===== config.mk =====
export PLATFORM = sky130hd
export DESIGN_NAME = connect_ser_des
export DESIGN_NICKNAME = d
export VERILOG_FILES = /design/src/rtl/connect_ser_des_pkg.sv /design/src/rtl/connect_ser_des_des_rx.sv /design/src/rtl/connect_ser_des_ser_tx.sv /design/src/rtl/connect_ser_des.sv
export SDC_FILE = /design/constraint.sdc
export NUM_CORES = 1
export LEC_CHECK = 0
export CORE_MARGIN = 4
export CORE_UTILIZATION = 62
export DETAILED_ROUTE_END_ITERATION = 10
export DONT_BUFFER_PORTS = 1
export PLACE_DENSITY = 0.78
export SLEW_MARGIN = 20
export SYNTH_ARGS = -nofsm -noshare
export SYNTH_HDL_FRONTEND = slang
export SYNTH_HIERARCHICAL = 1
export SYNTH_SLANG_ARGS = --single-unit

===== constraint.sdc =====
create_clock -name clk -period 1.9 [get_ports clk]
set_clock_uncertainty 0.1 [all_clocks]
set_input_delay 0.475 -clock clk [delete_from_list [all_inputs] [get_ports clk]]
set_output_delay 0.475 -clock clk [all_outputs]
set_load 0.01 [all_outputs]

===== src/rtl/connect_ser_des_pkg.sv =====
// Shared definitions for the connect_ser_des serial link.
// Holds the default word width, the frame length, the line levels used on
// the internal serial wire and the state encodings of both link ends.
package connect_ser_des_pkg;

  // Default parallel word width and resulting frame length (start + data + stop).
  localparam int DATA_W_DEF = 8;
  localparam int FRAME_LEN  = DATA_W_DEF + 2;

  // Serial line levels.
  localparam logic LINE_IDLE  = 1'b1;
  localparam logic LINE_START = 1'b0;
  localparam logic LINE_STOP  = 1'b1;

  // Serializer states.
  typedef enum logic [1:0] {
    TX_IDLE  = 2'd0,
    TX_START = 2'd1,
    TX_DATA  = 2'd2,
    TX_STOP  = 2'd3
  } tx_state_e;

  // Deserializer states.
  typedef enum logic [1:0] {
    RX_IDLE = 2'd0,
    RX_DATA = 2'd1,
    RX_STOP = 2'd2
  } rx_state_e;

  // Frame length for an arbitrary payload width.
  function automatic int frame_len(input int data_w);
    return data_w + 2;
  endfunction

endpackage


===== src/rtl/connect_ser_des_des_rx.sv =====
// Deserializer: detects a start bit while idle, shifts in DATA_W bits MSB
// first and publishes the word only when a valid stop bit follows.
// Ports:
//   i_clk       system clock, rising edge
//   i_nreset    asynchronous active-low reset
//   i_ser_line  serial line from the serializer
//   o_data      last correctly framed word (registered)
module des_rx
  import connect_ser_des_pkg::*;
#(
  parameter int DATA_W = DATA_W_DEF
) (
  input  logic              i_clk,
  input  logic              i_nreset,
  input  logic              i_ser_line,
  output logic [DATA_W-1:0] o_data
);

  localparam int CNT_W = $clog2(DATA_W + 1);

  rx_state_e         r_state;
  logic [DATA_W-1:0] r_shreg;
  logic [CNT_W-1:0]  r_cnt;
  logic [DATA_W-1:0] r_out;

  // Receive sequencer; start bits are only recognised in IDLE, so zero data bits never restart a frame.
  always_ff @(posedge i_clk or negedge i_nreset) begin
    if (!i_nreset) begin
      r_state <= RX_IDLE;
      r_shreg <= '0;
      r_cnt   <= '0;
      r_out   <= '0;
    end else begin
      case (r_state)
        RX_IDLE: begin
          if (i_ser_line == LINE_START) begin
            r_cnt   <= '0;
            r_state <= RX_DATA;
          end else begin
            r_state <= RX_IDLE;
          end
        end
        RX_DATA: begin
          r_shreg <= {r_shreg[DATA_W-2:0], i_ser_line};
          r_cnt   <= r_cnt + CNT_W'(1);
          if (r_cnt == CNT_W'(DATA_W - 1)) begin
            r_state <= RX_STOP;
          end else begin
            r_state <= RX_DATA;
          end
        end
        // A missing stop bit discards the word; either way go back to hunting.
        RX_STOP: begin
          if (i_ser_line == LINE_STOP) begin
            r_out <= r_shreg;
          end else begin
            r_out <= r_out;
          end
          r_state <= RX_IDLE;
        end
        default: begin
          r_state <= RX_IDLE;
          r_shreg <= '0;
          r_cnt   <= '0;
          r_out   <= '0;
        end
      endcase
    end
  end

  assign o_data = r_out;

endmodule


===== src/rtl/connect_ser_des_ser_tx.sv =====
// Serializer: loads a parallel word and sends it as start bit, DATA_W data
// bits MSB first, stop bit, with frames running back to back.
// Ports:
//   i_clk       system clock, rising edge
//   i_nreset    asynchronous active-low reset
//   i_data      parallel word, sampled only at the load edge
//   o_ser_line  registered serial line (idle level 1)
module ser_tx
  import connect_ser_des_pkg::*;
#(
  parameter int DATA_W = DATA_W_DEF
) (
  input  logic              i_clk,
  input  logic              i_nreset,
  input  logic [DATA_W-1:0] i_data,
  output logic              o_ser_line
);

  localparam int CNT_W = $clog2(DATA_W + 1);

  tx_state_e         r_state;
  logic [DATA_W-1:0] r_shreg;
  logic [CNT_W-1:0]  r_cnt;
  logic              r_ser_line;

  // Frame sequencer: the line register always holds the level of the current state.
  always_ff @(posedge i_clk or negedge i_nreset) begin
    if (!i_nreset) begin
      r_state    <= TX_IDLE;
      r_shreg    <= '0;
      r_cnt      <= '0;
      r_ser_line <= LINE_IDLE;
    end else begin
      case (r_state)
        // Leaving IDLE or STOP is the load edge: capture the word, drive start bit.
        TX_IDLE, TX_STOP: begin
          r_shreg    <= i_data;
          r_cnt      <= '0;
          r_ser_line <= LINE_START;
          r_state    <= TX_START;
        end
        TX_START: begin
          r_ser_line <= r_shreg[DATA_W-1];
          r_shreg    <= {r_shreg[DATA_W-2:0], 1'b0};
          r_cnt      <= CNT_W'(1);
          r_state    <= TX_DATA;
        end
        // r_cnt counts data bits already placed on the line.
        TX_DATA: begin
          if (r_cnt == CNT_W'(DATA_W)) begin
            r_ser_line <= LINE_STOP;
            r_state    <= TX_STOP;
          end else begin
            r_ser_line <= r_shreg[DATA_W-1];
            r_shreg    <= {r_shreg[DATA_W-2:0], 1'b0};
            r_cnt      <= r_cnt + CNT_W'(1);
          end
        end
        default: begin
          r_state    <= TX_IDLE;
          r_shreg    <= '0;
          r_cnt      <= '0;
          r_ser_line <= LINE_IDLE;
        end
      endcase
    end
  end

  assign o_ser_line = r_ser_line;

endmodule


===== src/rtl/connect_ser_des.sv =====
// Top: a serializer and a deserializer joined by one internal serial wire.
// Ports:
//   clk       system clock, rising edge
//   nreset    asynchronous active-low reset
//   in_comp   parallel word to transmit
//   out_comp  last word received correctly over the internal link
module connect_ser_des
  import connect_ser_des_pkg::*;
#(
  parameter int DATA_W = DATA_W_DEF
) (
  input  logic              clk,
  input  logic              nreset,
  input  logic [DATA_W-1:0] in_comp,
  output logic [DATA_W-1:0] out_comp
);

  logic ser_line;

  ser_tx #(.DATA_W(DATA_W)) u_ser_tx (
    .i_clk      (clk),
    .i_nreset   (nreset),
    .i_data     (in_comp),
    .o_ser_line (ser_line)
  );

  des_rx #(.DATA_W(DATA_W)) u_des_rx (
    .i_clk      (clk),
    .i_nreset   (nreset),
    .i_ser_line (ser_line),
    .o_data     (out_comp)
  );

endmodule


Word-level counts from Yosys, hierarchy flattened
Cells that the tools add are included.
Widths: inputs -> output; s select.
{"block": "op_classes", "n_addsub": 2, "n_mul": 0, "div_mod_pow": 0, "order_cmp": 0, "eq_ne": 11, "n_shift": 0, "n_mux": 16, "n_bitwise": 2, "n_reduce_logical": 7}
{"operator": "$pmux 8 s2", "n": 2}
{"operator": "$pmux 4 s3", "n": 2}
{"operator": "$pmux 8 s3", "n": 1}
{"operator": "$mux 8", "n": 2}
{"operator": "$add 4x1->4 const B", "n": 2}
{"operator": "$mux 4", "n": 2}
{"operator": "$eq 2x2->1 const B", "n": 3}
{"operator": "$ne 2x2->1 const B", "n": 3}
{"operator": "$pmux 2 s3", "n": 1}
{"operator": "$reduce_or 2->1", "n": 3}
{"operator": "$eq 2x1->1 const B", "n": 2}
{"operator": "$eq 4x3->1 const B", "n": 1}
{"operator": "$eq 4x4->1 const B", "n": 1}
{"operator": "$logic_not 2->1", "n": 2}
{"operator": "$mux 2", "n": 2}
{"operator": "$pmux 2 s2", "n": 1}
{"operator": "$reduce_and 2->1", "n": 2}
{"operator": "$pmux 1 s3", "n": 1}
{"operator": "$mux 1", "n": 2}
{"operator": "$ne 2x1->1 const B", "n": 1}
{"operator": "$not 1->1", "n": 2}
{"block": "word_totals", "reg_bits": 37, "latchBits": 0, "ram_bits": 0, "romBits": 0, "input_bits": 10, "mem_count": 0}

Logic depth before layout (Yosys ltp)
{"block": "logic_depth", "ltp_word": 4, "mapped_depth": 7}

Modules after synthesis
The synthesis kept the hierarchy.
{"mod": "des_rx", "n_inst": 1, "cells_each": 96, "area_per_inst_um2": 1029.7}
{"mod": "ser_tx", "n_inst": 1, "cells_each": 70, "area_per_inst_um2": 757.0}

Worst setup path after synthesis
Ideal clock, no wire load.
{"block": "synth_timing", "path_kind": "register to register", "from": "register u_ser_tx.r_state[0]", "to": "register u_ser_tx.r_cnt[0]", "setup_ps": 129, "arrival_ps": 1187, "path_slack_ps": 484, "path_stages_with_launch": 8, "n_path_buf": 2, "path_cell_list": "dfrtp_1 inv_1 ha_1 and4b_1 buf_6 buf_12 nand2_1 o31ai_1"}
{"block": "synth_between", "elab_chain_len": 3, "word_cells_on_any_way": 7, "cone_classes": "eq/ne: 4; mux: 1; reduce/logical: 2"}
{"item": "from (decl)", "line": "connect_ser_des_ser_tx.sv:21", "source": "tx_state_e r_state;"}
{"item": "from (signal assigned)", "line": "connect_ser_des_ser_tx.sv:29", "source": "r_state <= TX_IDLE;"}
{"item": "from (signal assigned)", "line": "connect_ser_des_ser_tx.sv:40", "source": "r_state <= TX_START;"}
{"item": "from (signal assigned)", "line": "connect_ser_des_ser_tx.sv:46", "source": "r_state <= TX_DATA;"}
{"item": "$eq 2x2->1 or $logic_not 2->1 (tied branches)", "line": "connect_ser_des_ser_tx.sv:34", "source": "case (r_state)"}
{"item": "$reduce_or 2->1", "line": "connect_ser_des_ser_tx.sv:34"}
{"item": "$pmux 4 s3", "line": "connect_ser_des_ser_tx.sv:34"}
{"item": "to (signal assigned)", "line": "connect_ser_des_ser_tx.sv:56", "source": "r_cnt <= r_cnt + CNT_W'(1);"}
{"item": "to (decl)", "line": "connect_ser_des_ser_tx.sv:23", "source": "logic [CNT_W-1:0] r_cnt;"}
Parallel ways exist; a longest one is shown, timed or not.
A chain may end at the register's enable or synchronous reset.

Worst setup path in the final report
{"block": "layout_timing", "from": "register u_ser_tx.r_state[0]", "to": "register u_ser_tx.r_shreg[7]"}
{"block": "layout_between", "elab_chain_len": 3, "word_cells_on_any_way": 7, "cone_classes": "eq/ne: 4; mux: 1; reduce/logical: 2"}
{"item": "$eq 2x2->1 or $logic_not 2->1 (tied branches)", "line": "connect_ser_des_ser_tx.sv:34"}
{"item": "$reduce_or 2->1", "line": "connect_ser_des_ser_tx.sv:34"}
{"item": "$pmux 8 s3", "line": "connect_ser_des_ser_tx.sv:34"}
{"item": "to (signal assigned)", "line": "connect_ser_des_ser_tx.sv:37", "source": "r_shreg <= i_data;"}
{"item": "to (signal assigned)", "line": "connect_ser_des_ser_tx.sv:44", "source": "r_shreg <= {r_shreg[DATA_W-2:0], 1'b0};"}
{"item": "to (signal assigned)", "line": "connect_ser_des_ser_tx.sv:55", "source": "r_shreg <= {r_shreg[DATA_W-2:0], 1'b0};"}
{"item": "to (decl)", "line": "connect_ser_des_ser_tx.sv:22", "source": "logic [DATA_W-1:0] r_shreg;"}
Parallel ways exist; a longest one is shown, timed or not.

==> out/summary.txt <==
CP max stage delay = 0.60 ns
first-pass GRT wire length = 5.250 mm
share of layout cells above drive strength 1 = 0.1404
DIE AREA = 3804 um^2
total grt overflow = 0
core area = 2758 um^2
Slew headroom = 0.6696
combinational power share = 0.051
design internal power = 1.022 mW
most frequent cells in the layout = dfrtp_1 (36), inv_1 (21), nand2_1 (18)
Routed wire per std cell = 15.16 um
vias in the first global route = 1,203
RSZ-0062 raised after global routing = no
most common cell after layout, fill and taps aside = dfrtp_1
Post-synth EDFFs = 0
Post-Synth Adder-Cell Area = 0.03501
clock-pin slew on the worst setup and hold paths = 0.10 ns
CP required = 2.02 ns
count of cell types in the netlist = 31
Hold/Removal Path Class = input port to flip-flop
H-tree depth = 2
worst skew pair latency = 0.34 ns
Setup CP Type = flip-flop to flip-flop
mapped cell area = 1787 um^2
ys async rst share = 1.000
Clock Path Buffers = 2
total power = 1.324 mW
Switching Share = 0.2282
Synth Area in XOR/XNOR = 0.01961
Post-CTS Repair Setup Buffers = 0
Clock Power Share = 0.323
DRC = 0
Setup crit start kind = flip-flop
Die W = 61.68 um
antenna violations before repair = 0
Compound-Gate Fraction of Synth Area = 0.1870
simple-gate area share of the yosys netlist = 0.09664
Initial Util = 0.6479
CTS Root Cell = clkbuf_4
I/O pins = 18
worst-path maximum fanout = 12
mux share of post-synthesis cell area = 0.05042
# rows = 19
Worst setup EP type = flip-flop
Synth Flop Type = dfrtp_1
worst-margin pin slew = 0.4956 ns
Via density = 5.797
largest family of logic cells by synthesized area = compound AO/OA/AOI/OAI gates
Setup TNS = 0 ns
Slowest-stage cell, CP = ha_1
hpwl dp = 2.048 mm
Slew Limit Fails = 0
critical path, cell by cell = inv_1 > ha_1 > mux2i_1 > o21ai_2
largest net degree at the start of global routing = 38
Cell Pwr Density = 709.7 nW/um^2
CTS tree = built
Tot GR Track Use = 0.1930
Die H = 61.68 um
FF+latch count, synth = 37
total CTS buffers = 5
WL final = 3.063 mm
Synth Area per Inst = 10.76 um^2
number of diodes = 0
I/O Buffers = 0
run status = complete, no violations
Final Hold Fails = 0
Post-CTS Resized = 0
clk sinks = 37
cell count after synthesis = 166
final setup fails = 0
Syn. warnings = 6
routability cong. = 0.7340
Fmax achieved = 629.6 MHz
NumNets Final = 185
maximum vdd ir drop = 0.7639 mV
Leak = 0.8823 nW
Iteration-0 DRC Markers = 75
Vias = 1,171
Area growth syn-to-layout = 4.412%
Seq/Total Area, Yosys = 0.5189
Post-Syn Nets = 181
total of max-cap violations = 0
Routed Antenna Nets = 0
minimum clock period = 1.588 ns
NetSw = 0.3021 mW
Final period util = 0.8360
Pre-antenna DRT Iters = 4
Sequential Power Share = 0.626
Worst EP arrival = 1.71 ns
==> power groups by stage <==
stage,Combinational [mW],Sequential [mW],Clock [mW]
floorplan,0.0461,0.837,0
global placement,0.0440,0.843,0
detailed placement,0.0464,0.844,0
CTS,0.0685,0.829,0.442
global route,0.0761,0.832,0.482
finish,0.0674,0.828,0.428
==> what timing repair did <==
action | 4_1_cts | 5_1_grt
endpoints found under the setup margin | 0 | 0
hold buffers | 2 | 0
endpoints found under the hold margin | 37 | 0
==> critical path: cells and delay by family, from the launching register on <==
kind | cells | cell delay (ns)
adders and majority gates | 1 | 0.60
DFF | 1 | 0.37
muxes | 1 | 0.30
buffers and inverters | 1 | 0.06
AOI/OAI and AO/OA | 1 | 0.06
==> registers in the layout (all words and copies together), names as in the netlist <==
| signal | count |
|---|---|
| u_des_rx/o_data | 8 |
| u_des_rx/r_cnt | 4 |
| u_des_rx/r_shreg | 8 |
| u_des_rx/r_state | 2 |
| u_ser_tx/o_ser_line | 1 |
| u_ser_tx/r_cnt | 4 |
| u_ser_tx/r_shreg | 8 |
| u_ser_tx/r_state | 2 |
==> worst paths after layout <==
kind,startpoint,endpoint,slack [ns],depth (start not counted)
setup / recovery,u_ser_tx/r_state[0]$_DFFE_PN0P_,u_ser_tx/r_shreg[7]$_DFFE_PN0P_,0.31,4
hold / removal,in_comp[0],u_ser_tx/r_shreg[0]$_DFFE_PN0P_,0.21,2
setup reg to reg,u_ser_tx/r_state[0]$_DFFE_PN0P_,u_ser_tx/r_shreg[7]$_DFFE_PN0P_,0.31,4
hold reg to reg,u_ser_tx/r_shreg[5]$_DFFE_PN0P_,u_ser_tx/r_shreg[5]$_DFFE_PN0P_,0.39,2
max in group asynchronous,nreset,u_ser_tx/o_ser_line$_DFF_PN1_,0.96,2
min in group asynchronous,nreset,u_des_rx/o_data[4]$_DFFE_PN0P_,0.48,2
==> Yosys cell counts, types with 2 or more instances <==
master	n	share of area
dfrtp_1	36	0.50
inv_1	21	0.044
nand2_1	18	0.038
o22ai_1	15	0.053
mux2i_1	9	0.050
nor2_1	6	0.013
o21ai_1	6	0.017
buf_2	5	0.014
ha_1	5	0.035
o21ai_0	5	0.014
a2bb2oi_1	4	0.020
a2bb2oi_2	4	0.034
o22ai_2	4	0.028
a21oi_1	3	0.0084
nand3_1	3	0.0084
nand3b_1	3	0.013
buf_4	2	0.0084
o21ai_2	2	0.0098
xnor2_1	2	0.0098
xor2_1	2	0.0098
==> per-layer routing <==
metal,track usage,share of wire,routed length (um)
met1,0.2339,0.44,1354
met2,0.3229,0.50,1538
met3,0.05870,0.040,123
met4,0.07273,0.015,47
met5,0,0,0
==> cells by family after synthesis <==
family / count (synthesis)
buffers and inverters: 31
xor gates and xnor gates: 4
adders and majority gates: 5
muxes: 9
DFF: 37
and+or+nand+nor: 36
AOI/OAI and AO/OA: 44
==> area by class of cell <==
class                           count  area [um^2]
Tap cell                           31        38.79
Multi-Input combinational cell     98        694.4
Inverter                           21        78.83
Timing Repair Buffer                7        67.56
Clock buffer                        8        58.81
Sequential cell                    37        927.1
Fill cell                         221        892.1
==> metrics by stage <==
| step | worst slack (ns) | area [um^2] | std cells | hold slack (ns) | util |
|---|---|---|---|---|---|
| floorplan | 0.4838 | 1787 | 166 | 0.07941 | - |
| global placement | 0.3946 | 1777 | 192 | 0.08029 | 0.6443 |
| detailed placement | 0.3374 | 1777 | 192 | 0.08040 | 0.6443 |
| CTS | 0.3177 | 1866 | 202 | 0.1884 | 0.6765 |
| global route | 0.1988 | 1866 | 202 | 0.1920 | 0.6765 |
| finish | 0.3117 | 1866 | 202 | 0.2085 | 0.6765 |
Power figures use the tool's default switching activity.
